### config.mk
export PLATFORM = sky130hd
export DESIGN_NAME = mips16_prog_loader
export DESIGN_NICKNAME = d
export VERILOG_FILES = /design/src/rtl/mips16_prog_loader.sv
export SDC_FILE = /design/constraint.sdc
export NUM_CORES = 1
export LEC_CHECK = 0
export BUFFER_PORTS_ARGS = -buffer_cell sky130_fd_sc_hd__buf_2
export CAP_MARGIN = 20
export CORE_MARGIN = 10
export CORE_UTILIZATION = 58
export CTS_CLUSTER_DIAMETER = 200
export CTS_CLUSTER_SIZE = 14
export DETAILED_ROUTE_END_ITERATION = 10
export PLACE_DENSITY = 0.79
export SYNTH_ARGS = -nofsm -noshare
export SYNTH_HDL_FRONTEND = slang
export SYNTH_SLANG_ARGS = --single-unit
### constraint.sdc
create_clock -name clk -period 3 [get_ports clk]
set_input_delay 0.45 -clock clk [delete_from_list [all_inputs] [get_ports clk]]
set_output_delay 0.45 -clock clk [all_outputs]
set_load 0.01 [all_outputs]
### src/rtl/mips16_prog_loader.sv
// Loads a framed byte stream (length, big-endian words, XOR checksum) into instruction
// memory and holds the CPU in reset until a complete, checksum-verified image is present.
module mips16_prog_loader #(
  parameter int ADDR_W    = 13,
  parameter int MAX_WORDS = 8192
) (
  input  logic              clk,
  input  logic              rst,
  input  logic              start,
  input  logic              in_valid,
  input  logic [7:0]        in_data,
  output logic              in_ready,
  output logic              imem_we,
  output logic [ADDR_W-1:0] imem_addr,
  output logic [15:0]       imem_wdata,
  output logic              cpu_rst,
  output logic              done,
  output logic              error,
  output logic [2:0]        dbg_state
);

  // Handshake: a byte is consumed on a rising edge where in_valid && in_ready; upstream
  // must hold in_data stable while in_valid=1 and in_ready=0. in_ready never depends on in_valid.

  localparam int CNT_W = $clog2(MAX_WORDS + 1);

  typedef enum logic [2:0] {
    S_IDLE, S_LEN_HI, S_LEN_LO, S_DATA_HI, S_DATA_LO, S_CHECK, S_DONE, S_ERROR
  } state_t;

  state_t state, state_nxt;

  logic [7:0]       len_hi;
  logic [15:0]      len;
  logic [7:0]       data_hi;
  logic [7:0]       csum;
  logic [CNT_W-1:0] cnt;

  logic        hs;
  logic [15:0] len_full;
  logic        len_bad;
  logic        last_word;
  logic        ready_nxt;
  logic        restart;

  assign hs        = in_valid && in_ready;
  assign len_full  = {len_hi, in_data};
  assign len_bad   = (len_full == 16'd0) || (len_full > 16'(MAX_WORDS));
  assign last_word = (16'(cnt) + 16'd1) == len;
  assign restart   = start && (state == S_IDLE || state == S_DONE || state == S_ERROR);
  assign dbg_state = state;

  always_comb begin
    state_nxt = state;
    case (state)
      S_IDLE, S_DONE, S_ERROR: if (start) state_nxt = S_LEN_HI;
      S_LEN_HI:  if (hs) state_nxt = S_LEN_LO;
      S_LEN_LO:  if (hs) state_nxt = len_bad ? S_ERROR : S_DATA_HI;
      S_DATA_HI: if (hs) state_nxt = S_DATA_LO;
      S_DATA_LO: if (hs) state_nxt = last_word ? S_CHECK : S_DATA_HI;
      S_CHECK:   if (hs) state_nxt = (in_data == csum) ? S_DONE : S_ERROR;
      default:   state_nxt = S_IDLE;
    endcase
    ready_nxt = (state_nxt == S_LEN_HI) || (state_nxt == S_LEN_LO) ||
                (state_nxt == S_DATA_HI) || (state_nxt == S_DATA_LO) ||
                (state_nxt == S_CHECK);
  end

  // Status outputs are registered from the next state so they all move together
  // on the edge that completes the transition.
  always_ff @(posedge clk) begin
    if (rst) begin
      state      <= S_IDLE;
      in_ready   <= 1'b0;
      imem_we    <= 1'b0;
      imem_addr  <= '0;
      imem_wdata <= '0;
      cpu_rst    <= 1'b1;
      done       <= 1'b0;
      error      <= 1'b0;
      len_hi     <= '0;
      len        <= '0;
      data_hi    <= '0;
      csum       <= '0;
      cnt        <= '0;
    end else begin
      state    <= state_nxt;
      in_ready <= ready_nxt;
      cpu_rst  <= (state_nxt != S_DONE);
      done     <= (state_nxt == S_DONE);
      error    <= (state_nxt == S_ERROR);
      imem_we  <= 1'b0;
      if (restart) begin
        csum <= '0;
        cnt  <= '0;
      end
      if (hs) begin
        case (state)
          S_LEN_HI: begin
            len_hi <= in_data;
            csum   <= csum ^ in_data;
          end
          S_LEN_LO: begin
            len  <= len_full;
            csum <= csum ^ in_data;
          end
          S_DATA_HI: begin
            data_hi <= in_data;
            csum    <= csum ^ in_data;
          end
          S_DATA_LO: begin
            imem_we    <= 1'b1;
            imem_addr  <= ADDR_W'(cnt);
            imem_wdata <= {data_hi, in_data};
            cnt        <= cnt + 1'b1;
            csum       <= csum ^ in_data;
          end
          default: ;
        endcase
      end
    end
  end

endmodule

-- After elaboration in Yosys (flattened, before gate mapping)
Cells that the tools add are included.
- flip-flop bits (word level): 91
- input port bits: 12
- output and inout bits: 37
- logic and storage cells: 70
- add/sub/neg operators: 2
- magnitude comparators: 1
- equality and inequality tests: 17
- multiplexer cells: 17
- bitwise logic cells: 2
- reduce and logical (&&, ||, !) cells: 18
- operator list (kind ; count):
    $mux 14 ; 3
    $eq 3x3->1 const B ; 8
    $mux 3 ; 8
    $mux 8 ; 3
    $pmux 3 s6 ; 1
    $eq 15x16->1 ; 1
    $gt 16x14->1 const B ; 1
    $logic_not 16->1 ; 1
    $add 14x1->15 const B ; 1
    $add 14x1->14 const B ; 1
    $eq 3x2->1 const B ; 4
    $eq 8x8->1 ; 1
    $reduce_and 2->1 ; 4
    $xor 8x8->8 ; 1
    $logic_or 1x1->1 ; 7
    $eq 3x1->1 const B ; 2
    $reduce_or 4->1 ; 1
    $logic_not 3->1 ; 1
    $ne 3x3->1 const B ; 1
    $reduce_or 3->1 ; 1
    $logic_and 1x1->1 ; 2
    $mux 1 ; 2
    $reduce_or 2->1 ; 1
    $not 1->1 ; 1

-- Longest topological paths before layout
Gate-level depths: netlist of the first run.
- word-level depth: 10
- depth in mapped cells: 10
- gate-level depth less buffers: 8

-- Worst setup path after synthesis of the first run
OpenSTA, ideal clock, no wires.
- kind: reg2reg
- from: register cnt[0]
- to: register cpu_rst
- library setup time: 127 ps
- arrival: 2245 ps
- required time: 2873 ps
- setup slack: 628 ps
- cell stages (with the launch flop): 10
- buffers on the path: 1
- period minus slack after synthesis: 2372 ps
- path through: dfxtp_1 ha_1 buf_4 nand4_2 or4_1 a21oi_1 nor4_1 and4_4 o21a_1 or3_1
- word-level cells in the longest chain between the ends: 6
- ends and longest elaborated chain (element ; line ; source):
    start: declaration ; 37 ; logic [CNT_W-1:0] cnt;
    start signal: assignment ; 115 ; cnt <= cnt + 1'b1;
    $add 14x1->15 ; 49 ; assign last_word = (16'(cnt) + 16'd1) == len;
    $eq 15x16->1 ; 49 ;
    $mux 3 (2 in a row) ; 60 ; S_DATA_LO: if (hs) state_nxt = last_word ? S_CHECK : S_DATA_HI;
    $pmux 3 s6 ; 55 ; case (state)
    $ne 3x3->1 ; 89 ; cpu_rst <= (state_nxt != S_DONE);
    end signal: assignment ; 89 ;
    end: declaration ; 16 ; output logic cpu_rst,
No other way between the ends.
A chain may end at the register's enable or synchronous reset.

-- Worst setup path in the final report of the first run
- from: register cnt[2]
- to: register cpu_rst
The elaborated chain is that of the path after synthesis.

==> results of run 1 <==
-- critical path, cell delays in order, from the launching register on --
cell and delay (ns):
dfxtp_1 0.56, nand3_2 0.25, nor3_1 0.53, mux2i_1 0.24, o22ai_1 0.09, and4_4 0.21, o21a_1 0.19, or3_1 0.34
-- power by group --
| part | internal, µW | total (µW) | switching, µW |
|---|---|---|---|
| clock | 306 | 730 | 424 |
| combinational | 49.7 | 147 | 97.4 |
| sequential | 1220 | 1230 | 15.8 |
| total | 1570 | 2110 | 537 |
-- stage by stage --
stage | total power, µW | std cells | worst slack [ns]
after floorplan | 1370 | 534 | 0.628
after global placement | 1400 | 644 | 0.577
after detailed placement | 1410 | 644 | 0.502
after CTS | 2120 | 660 | 0.494
after global routing | 2200 | 660 | 0.291
final | 2110 | 660 | 0.474
-- metal layers --
metal	GRT usage, %	up-vias
li1	-	1877
met1	22.1	1800
met2	31.4	119
met3	4.69	19
met4	6.27	0
met5	0	-
-- final timing paths --
kind         cells after the start  slack [ns]                          to
max                              7        0.47          cpu_rst$_SDFF_PP1_
max reg2reg                      7        0.47          cpu_rst$_SDFF_PP1_
min                              3        0.42         len[4]$_SDFFE_PP0P_
min reg2reg                      2        0.46  imem_wdata[3]$_SDFFE_PP0P_
-- layout by cell type, fill, tap and decap left out, types with 3 or more instances in the layout --
cell type,count
clkbuf_8,9
o31a_1,3
xor2_1,8
and3_1,4
dfxtp_1,91
buf_2,48
and2_1,5
o21ai_0,31
o41ai_1,3
mux2i_1,18
nor2b_1,3
a31oi_1,4
buf_4,8
xnor2_1,17
nand3b_1,11
or3_1,3
nor2_1,36
nor3_1,8
nor4_1,6
a21oi_1,62
inv_1,3
nand3_1,12
o21a_1,3
nand2_1,117
nand4_1,3
o31ai_1,6
-- kinds of logic after synthesis --
group	synth area share, %
AO/OA/AOI/OAI	17.5
AND/OR/NAND/NOR	24.4
flip-flops	43.1
buffers and inverters	4.73
adder cells (fa/ha/maj)	0.296
XOR/XNOR	5.74
multiplexers	4.26
-- sequential cells by signal, indices dropped and copies added, names as in the netlist, 3 cells and up --
name / count
imem_wdata: 16
len: 16
cnt: 14
imem_addr: 13
csum: 8
data_hi: 8
len_hi: 8
dbg_state: 3
-- final cells by class --
class                           count  area, µm²  area share [%]
Multi-Input combinational cell    395       2210            47.7
Sequential cell                    91       1820            39.3
Timing Repair Buffer               56        300            6.48
Clock buffer                       11        131            2.83
Tap cell                           99        124            2.67
Clock inverter                      5       37.5           0.810
Inverter                            3       11.3           0.243
==> metrics.md, run 1 <==
| Metric | Value |
|---|---|
| Status | `finished clean` |
| # rows | `31` |
| Synth cell types | `55` |
| Met3 wire length | `610 µm` |
| # clock sinks | `91` |
| Overall routing resource usage | `18.4%` |
| Final worst path period share | `84.2%` |
| Hold buffer count at cts | `0` |
| Synthesized instance count | `534` |
| Hold WS | `0.422 ns` |
| Post_cts resized | `0` |
| Wire length of the first global-routing pass | `17,200 µm` |
| Worst slew pin tran | `0.806 ns` |
| Post-synth top flop | `dfxtp_1` |
| WS Path Type | `flip-flop to flip-flop` |
| Initial Util | `59.0%` |
| Layout net count | `569` |
| Chip height | `105 µm` |
| Initial antenna violation count | `0` |
| Clk slew on worst S/H paths | `0.09 ns` |
| Deepest clock path buffer count | `2` |
| Avg Inst Size Synth | `7.92 µm²` |
| Top-count cell post-synth | `nand2_1` |
| Synth async-reset ratio | `0%` |
| Die area | `11,100 µm²` |
| Hold Path Origin | `in_data[4]` |
| Metal-1 WL | `4490 µm` |
| CP max FO | `11` |
| I/O Buffers | `48` |
| Syn Nets | `547` |
| Post-synth top area cell | `dfxtp_1` |
| Hold Crit Class | `input pin to flip-flop` |
| PwrDens | `456 nW/µm²` |
| Vias in the first global route | `3,572` |
| Worst r2r src | `cnt[2]$_SDFF_PP0_` |
| Area Overhead vs Synth | `9.55%` |
| Seq cells post-synth | `91` |
| P_leak | `0.00166 µW` |
| Design Area, Final | `4630 µm²` |
| Die width | `105 µm` |
| Initial DRC count | `253` |
| Layout Utilization | `64.6%` |
| DRT Wirelength | `10,400 µm` |
| FILL cells | `614` |
| CP Launch Point | `cnt[2]$_SDFF_PP0_` |
| DRC errors left | `0` |
| WL/cell | `15.8 µm` |
| Wire length on met2 | `5130 µm` |
| Uppermost layer routed | `met4` |
| EDFF count, synth | `0` |
| F_max | `0.396 GHz` |
| TritonCTS Buffers | `9` |
| Clock Skew | `0.0118 ns` |
| Setup total negative slack | `0 ns` |
| Endpoints failing setup | `0` |
| GP Congestion | `0.959` |
| Post-synthesis sequential area ratio | `43.1%` |
| CTS Root Cell | `clkbuf_8` |
| Tmin final | `2.53 ns` |
| RSZ-0062 raised after global routing | `false` |
| Final Hold Viols | `0` |
| Post-synth top area share | `43.1%` |
| Netlist area before placement | `4230 µm²` |
| Clock Latency Late Sink | `0.35 ns` |
| Post-route ant nets | `0` |
| H-tree levels | `3` |
| Final Max Tran Viols | `0` |
| Peak supply drop | `385 µV` |
| DR pass1 iterations | `4` |
| Req. time, crit path | `3.24 ns` |
| DR vias | `3,815` |
| Dpl cell area | `4470 µm²` |
| Crit end category | `flip-flop` |
| Critical path launch point type | `flip-flop` |
| I/O pin count | `49` |
| Synth area leaders | `dfxtp_1, nand2_1, a21oi_1` |
| Layout cells sized above 1 | `13.7%` |
| Top cells by count, synth | `nand2_1, dfxtp_1, a21oi_1, nor2_1` |
| Setup bufs post-CTS | `0` |
| Via density | `5.78` |
| Worst slew margin | `46.0%` |
| Detailed Place HPWL | `7260 µm` |
| N_diodes | `0` |
| WP data arrival | `2.77 ns` |
| Core area | `7180 µm²` |
| Max-cap violations | `0` |
| CTS tree | `done` |
| Largest net degree at the start of global routing | `62` |
| Remaining Overflow, GRT | `0` |
| Yosys warnings | `0` |
Note: power is estimated with default switching activity, not from simulation.
==> inputs of run 2 (changes only) <==
==> constraint.sdc (replaced) <==
create_clock -name clk -period 2.35 [get_ports clk]
set_input_delay 0.3525 -clock clk [delete_from_list [all_inputs] [get_ports clk]]
set_output_delay 0.3525 -clock clk [all_outputs]
set_load 0.01 [all_outputs]
==> run 2 against run 1 <==
- global-route usage increased by 0.66 points
- setup slack got worse by 0.42 ns
- largest cell class unchanged
- utilization increased by 2.8 points
- hold slack got worse by 0.13 ns
- combinational power increased by 27%
- register-to-register slack got worse by 0.42 ns
- non-clock buffer count increased by 15
==> metrics.md, run 2 (same netlist as run 1, synthesis figures left out) <==
| Metric | Value |
|---|---|
| Status | `finished clean` |
| Hold Crit Class | `input pin to flip-flop` |
| DRT Wirelength | `10,600 µm` |
| Chip height | `105 µm` |
| I/O Buffers | `48` |
| GP Congestion | `0.908` |
| Die area | `11,100 µm²` |
| Vias in the first global route | `3,642` |
| CTS Root Cell | `clkbuf_8` |
| Hold Path Origin | `in_data[0]` |
| Critical path's slowest cell | `or4_1` |
| Pre-CTS WS | `0.0488 ns` |
| WP data arrival | `2.55 ns` |
| Largest net degree at the start of global routing | `60` |
| Wire length of the first global-routing pass | `17,700 µm` |
| Non-Filler Instances | `675` |
| Req. time, crit path | `2.60 ns` |
| Clk slew on worst S/H paths | `0.10 ns` |
| Core area | `7180 µm²` |
| Endpoints failing setup | `0` |
| F_max | `0.435 GHz` |
| DR pass1 iterations | `4` |
| Reg-to-reg critical path endpoint | `cpu_rst$_SDFF_PP1_` |
| R2R depth | `8` |
| DRC errors left | `0` |
| Final Max Tran Viols | `0` |
| Worst slew pin tran | `0.580 ns` |
| Peak supply drop | `413 µV` |
| # rows | `31` |
| Deepest clock path buffer count | `2` |
| Comb power frac | `6.6%` |
| WS Path Type | `flip-flop to flip-flop` |
| WL/cell | `15.7 µm` |
| Internal Power | `2120 µW` |
| Crit end category | `flip-flop` |
| Clk pwr share | `38.1%` |
| Tmin final | `2.30 ns` |
| FILL cells | `596` |
| Post-Place Cells | `659` |
| H-tree levels | `3` |
| Die width | `105 µm` |
| Initial Util | `59.0%` |
| Worst slew margin | `61.3%` |
| TritonCTS Buffers | `9` |
| Post-route ant nets | `0` |
| CP Launch Point | `cnt[1]$_SDFF_PP0_` |
| Max-cap violations | `0` |
| # clock sinks | `91` |
| Top flop regs | `imem_wdata (16), len (16), cnt (14)` |
| Via density | `5.70` |
| Layout Utilization | `67.3%` |
| Hold path depth | `3` |
| CTS tree | `done` |
| I/O pin count | `49` |
| PwrDens | `589 nW/µm²` |
| Layout cells sized above 1 | `17.2%` |
| Initial DRC count | `184` |
| N_diodes | `0` |
| Hold Crit Endpoint | `imem_wdata[0]$_SDFFE_PP0P_` |
| Detailed Place HPWL | `7460 µm` |
| DR vias | `3,848` |
| Slowest stage delay, CP | `0.51 ns` |
| Commonest cells after routing, fill and taps aside | `nand2_1, dfxtp_1, a21oi_1` |
| Final setup margin | `0.0536 ns` |
| Final worst path period share | `97.7%` |
| P_leak | `0.00178 µW` |
| Final Hold Viols | `0` |
| Clock Latency Late Sink | `0.37 ns` |
| Critical path launch point type | `flip-flop` |
| Initial antenna violation count | `0` |
| Layout net count | `584` |
| Setup total negative slack | `0 ns` |
| CP max FO | `6` |
| Sw power | `724 µW` |
| Sequential share of power | `55.4%` |
| Overall routing resource usage | `19.1%` |
| Area Overhead vs Synth | `14.2%` |
| Worst r2r src | `cnt[1]$_SDFF_PP0_` |
| Remaining Overflow, GRT | `0` |
| Commonest non-fill, non-tap cell in the layout | `nand2_1` |
| Crit-path cells | `ha_4 -> nand4_4 -> or4_1 -> a21oi_1 -> nor4_1 -> and4_4 -> o21a_1 -> or3_1` |
| Sw Share | `25.4%` |
| Overall power | `2850 µW` |
| Clock Skew | `0.0127 ns` |
| Reg-to-reg slack, setup | `0.05 ns` |
run 2: area by class of cell:
type	count	area [µm²]	area share, %
clock buffers	10	128	2.64
clock inverters	6	72.6	1.50
inverters	3	11.3	0.233
multi-input cells	395	2260	46.7
flip-flops and latches	91	1830	37.8
well taps	99	124	2.56
repair buffers	71	413	8.54
run 2: repair_timing:
| item | in CTS | in global routing |
|---|---|---|
| endpoints found under the setup margin | 0 | 4 |
| buffers inserted | 0 | 0 |
| hold buffers | 0 | 0 |
| resized for setup | 0 | 10 |
| endpoints found under the hold margin | 0 | 0 |
run 2: worst max-delay path, delay by kind of cell (launching register included):
kind | cells | cell delay, ns
AOI/OAI and AO/OA | 2 | 0.35
adders and majority gates | 1 | 0.16
DFF | 1 | 0.39
and+or+nand+nor | 5 | 1.28
run 2: worst max-delay path by stage:
stage,depth (start not counted),endpoint
6_report,8,cpu_rst$_SDFF_PP1_
5_1_grt,9,in_ready$_SDFF_PP0_
4_1_cts,8,cpu_rst$_SDFF_PP1_
3_5_place_dp,8,cpu_rst$_SDFF_PP1_
3_3_place_gp,8,cpu_rst$_SDFF_PP1_
2_1_floorplan,9,cpu_rst$_SDFF_PP1_
run 2: power by group through the flow:
stage,Combinational (µW),Clock (µW),Sequential (µW)
floorplan,140,0,1600
finish,187,1080,1580
global placement,181,0,1610
global route,210,1150,1580
detailed placement,185,0,1610
CTS,186,1090,1580
run 2: per-stage QoR:
step	area, µm²	hold slack [ns]
5_1_grt	4830	0.314
2_1_floorplan	4230	0.431
3_3_place_gp	4580	0.439
3_5_place_dp	4580	0.443
6_report	4830	0.296
4_1_cts	4780	0.299
run 2: metal layers:
layer	share of wire [%]	track usage, %
met1	44	23.8
met2	50	31.5
met3	4.8	3.71
met4	2.0	8.14
met5	0	0
==> inputs of run 3 (changes only) <==
--- a/config.mk
+++ b/config.mk
@@ -7,7 +7,7 @@
 export LEC_CHECK = 0
 export BUFFER_PORTS_ARGS = -buffer_cell sky130_fd_sc_hd__buf_2
 export CAP_MARGIN = 20
-export CORE_MARGIN = 10
+export CORE_MARGIN = 5
 export CORE_UTILIZATION = 58
 export CTS_CLUSTER_DIAMETER = 200
 export CTS_CLUSTER_SIZE = 14
==> run 3 against run 2 <==
- clock-buffer cell count unchanged
- fmax grew 1.6%
- sequential power is essentially flat
- hold slack lost 0.022 ns
- non-clock buffer count increased by 2
- flip-flop and latch count unchanged
- critical endpoint unchanged
==> metrics.md, run 3 (same netlist as run 1, synthesis figures left out) <==
| Metric | Value |
|---|---|
| Via density | `5.78` |
| F_max | `0.442 GHz` |
| Initial antenna violation count | `0` |
| Vias in the first global route | `3,670` |
| GP Congestion | `0.950` |
| Clock Latency Late Sink | `0.36 ns` |
| Deepest clock path buffer count | `2` |
| DR vias | `3,910` |
| Hold Crit Class | `input pin to flip-flop` |
| WL/cell | `15.6 µm` |
| Peak supply drop | `426 µV` |
| TritonCTS Buffers | `9` |
| Wire length of the first global-routing pass | `17,200 µm` |
| Final Hold Viols | `0` |
| Initial Util | `59.0%` |
| DRT Wirelength | `10,600 µm` |
| Hold buffer count at cts | `0` |
| Die area | `9100 µm²` |
| Non-Filler Instances | `677` |
| Area Overhead vs Synth | `14.7%` |
| Commonest cells after routing, fill and taps aside | `nand2_1, dfxtp_1, a21oi_1` |
| # clock sinks | `91` |
| CTS Root Cell | `clkbuf_8` |
| Post-Place Cells | `661` |
| N_diodes | `0` |
| Worst slew margin | `56.6%` |
| H-tree levels | `3` |
| Overall routing resource usage | `24.0%` |
| Final worst path period share | `96.2%` |
| Max-cap violations | `0` |
| Worst slew pin tran | `0.651 ns` |
| Chip height | `95.4 µm` |
| Req. time, crit path | `2.58 ns` |
| Hold WS | `0.275 ns` |
| Remaining Overflow, GRT | `0` |
| I/O Buffers | `48` |
| I/O pin count | `49` |
| Overall power | `2780 µW` |
| Post-route ant nets | `0` |
| Status | `finished clean` |
| Critical path launch point type | `flip-flop` |
| Core area | `7180 µm²` |
| WS Path Type | `flip-flop to flip-flop` |
| CTS tree | `done` |
| Detailed Place HPWL | `7360 µm` |
| Die width | `95.4 µm` |
| DR pass1 iterations | `4` |
| Setup bufs post-CTS | `0` |
| P_leak | `0.00179 µW` |
| Top flop regs | `imem_wdata (16), len (16), cnt (14)` |
| # rows | `31` |
| Endpoints failing setup | `0` |
| Commonest non-fill, non-tap cell in the layout | `nand2_1` |
| Crit end category | `flip-flop` |
| Final Max Tran Viols | `0` |
| CP max FO | `5` |
| PwrDens | `573 nW/µm²` |
| Layout Utilization | `67.6%` |
| Initial DRC count | `245` |
| DRC errors left | `0` |
| Tmin final | `2.26 ns` |
| Layout net count | `586` |
| Layout cells sized above 1 | `18.3%` |
| Clk slew on worst S/H paths | `0.10 ns` |
| WP data arrival | `2.50 ns` |
| Largest net degree at the start of global routing | `68` |
| Clock Skew | `0.0158 ns` |
[run 3: layout make-up]
class	count	area, µm²
Fill cell	621	2320
Multi-Input combinational cell	395	2270
Clock inverter	6	52.6
Clock buffer	10	138
Timing Repair Buffer	73	428
Inverter	3	11.3
Sequential cell	91	1830
Tap cell	99	124
[run 3: stage by stage]
stage | setup TNS [ns] | instance area (µm²) | setup slack, ns
global placement | 0 | 4590 | 0.134
CTS | 0 | 4780 | 0.0603
detailed placement | 0 | 4590 | 0.0858
floorplan | 0 | 4230 | 0.0335
finish | 0 | 4850 | 0.0889
global route | -0.0119 | 4850 | -0.0119
[run 3: critical path: stages, from the launching register on]
cell,delay (ns)
dfxtp_2,0.36
ha_4,0.15
nand4_4,0.14
or4_4,0.56
a21oi_2,0.14
nor4_1,0.06
and4_4,0.20
o21a_1,0.19
or3_1,0.34
[run 3: metal layers]
layer  GRT usage, %  part of all wire [%]  vias up
met5              0                     0        -
met4           10.7                   2.8        0
met3           3.39                   5.9       20
met2           40.0                    49      153
met1           30.8                    42     1825
li1               -                     -     1912
[run 3: worst paths after layout]
kind | slack, ns | from | cells after the start | end
setup / recovery | 0.09 | cnt[0]$_SDFF_PP0_ | 8 | cpu_rst$_SDFF_PP1_
hold / removal | 0.27 | in_data[0] | 3 | imem_wdata[0]$_SDFFE_PP0P_
setup reg to reg | 0.09 | cnt[0]$_SDFF_PP0_ | 8 | cpu_rst$_SDFF_PP1_
hold reg to reg | 0.45 | imem_addr[10]$_SDFFE_PP0P_ | 2 | imem_addr[10]$_SDFFE_PP0P_
[run 3: power by group]
group	total [µW]	switching (µW)	internal, µW
sequential	1580	20.1	1560
combinational	192	125	66.3
clock	1020	583	432
total	2780	728	2050
[run 3: timing repair]
item	in CTS	in global routing
resized for setup	0	14
setup endpoints to repair	0	1
endpoints found under the hold margin	0	0
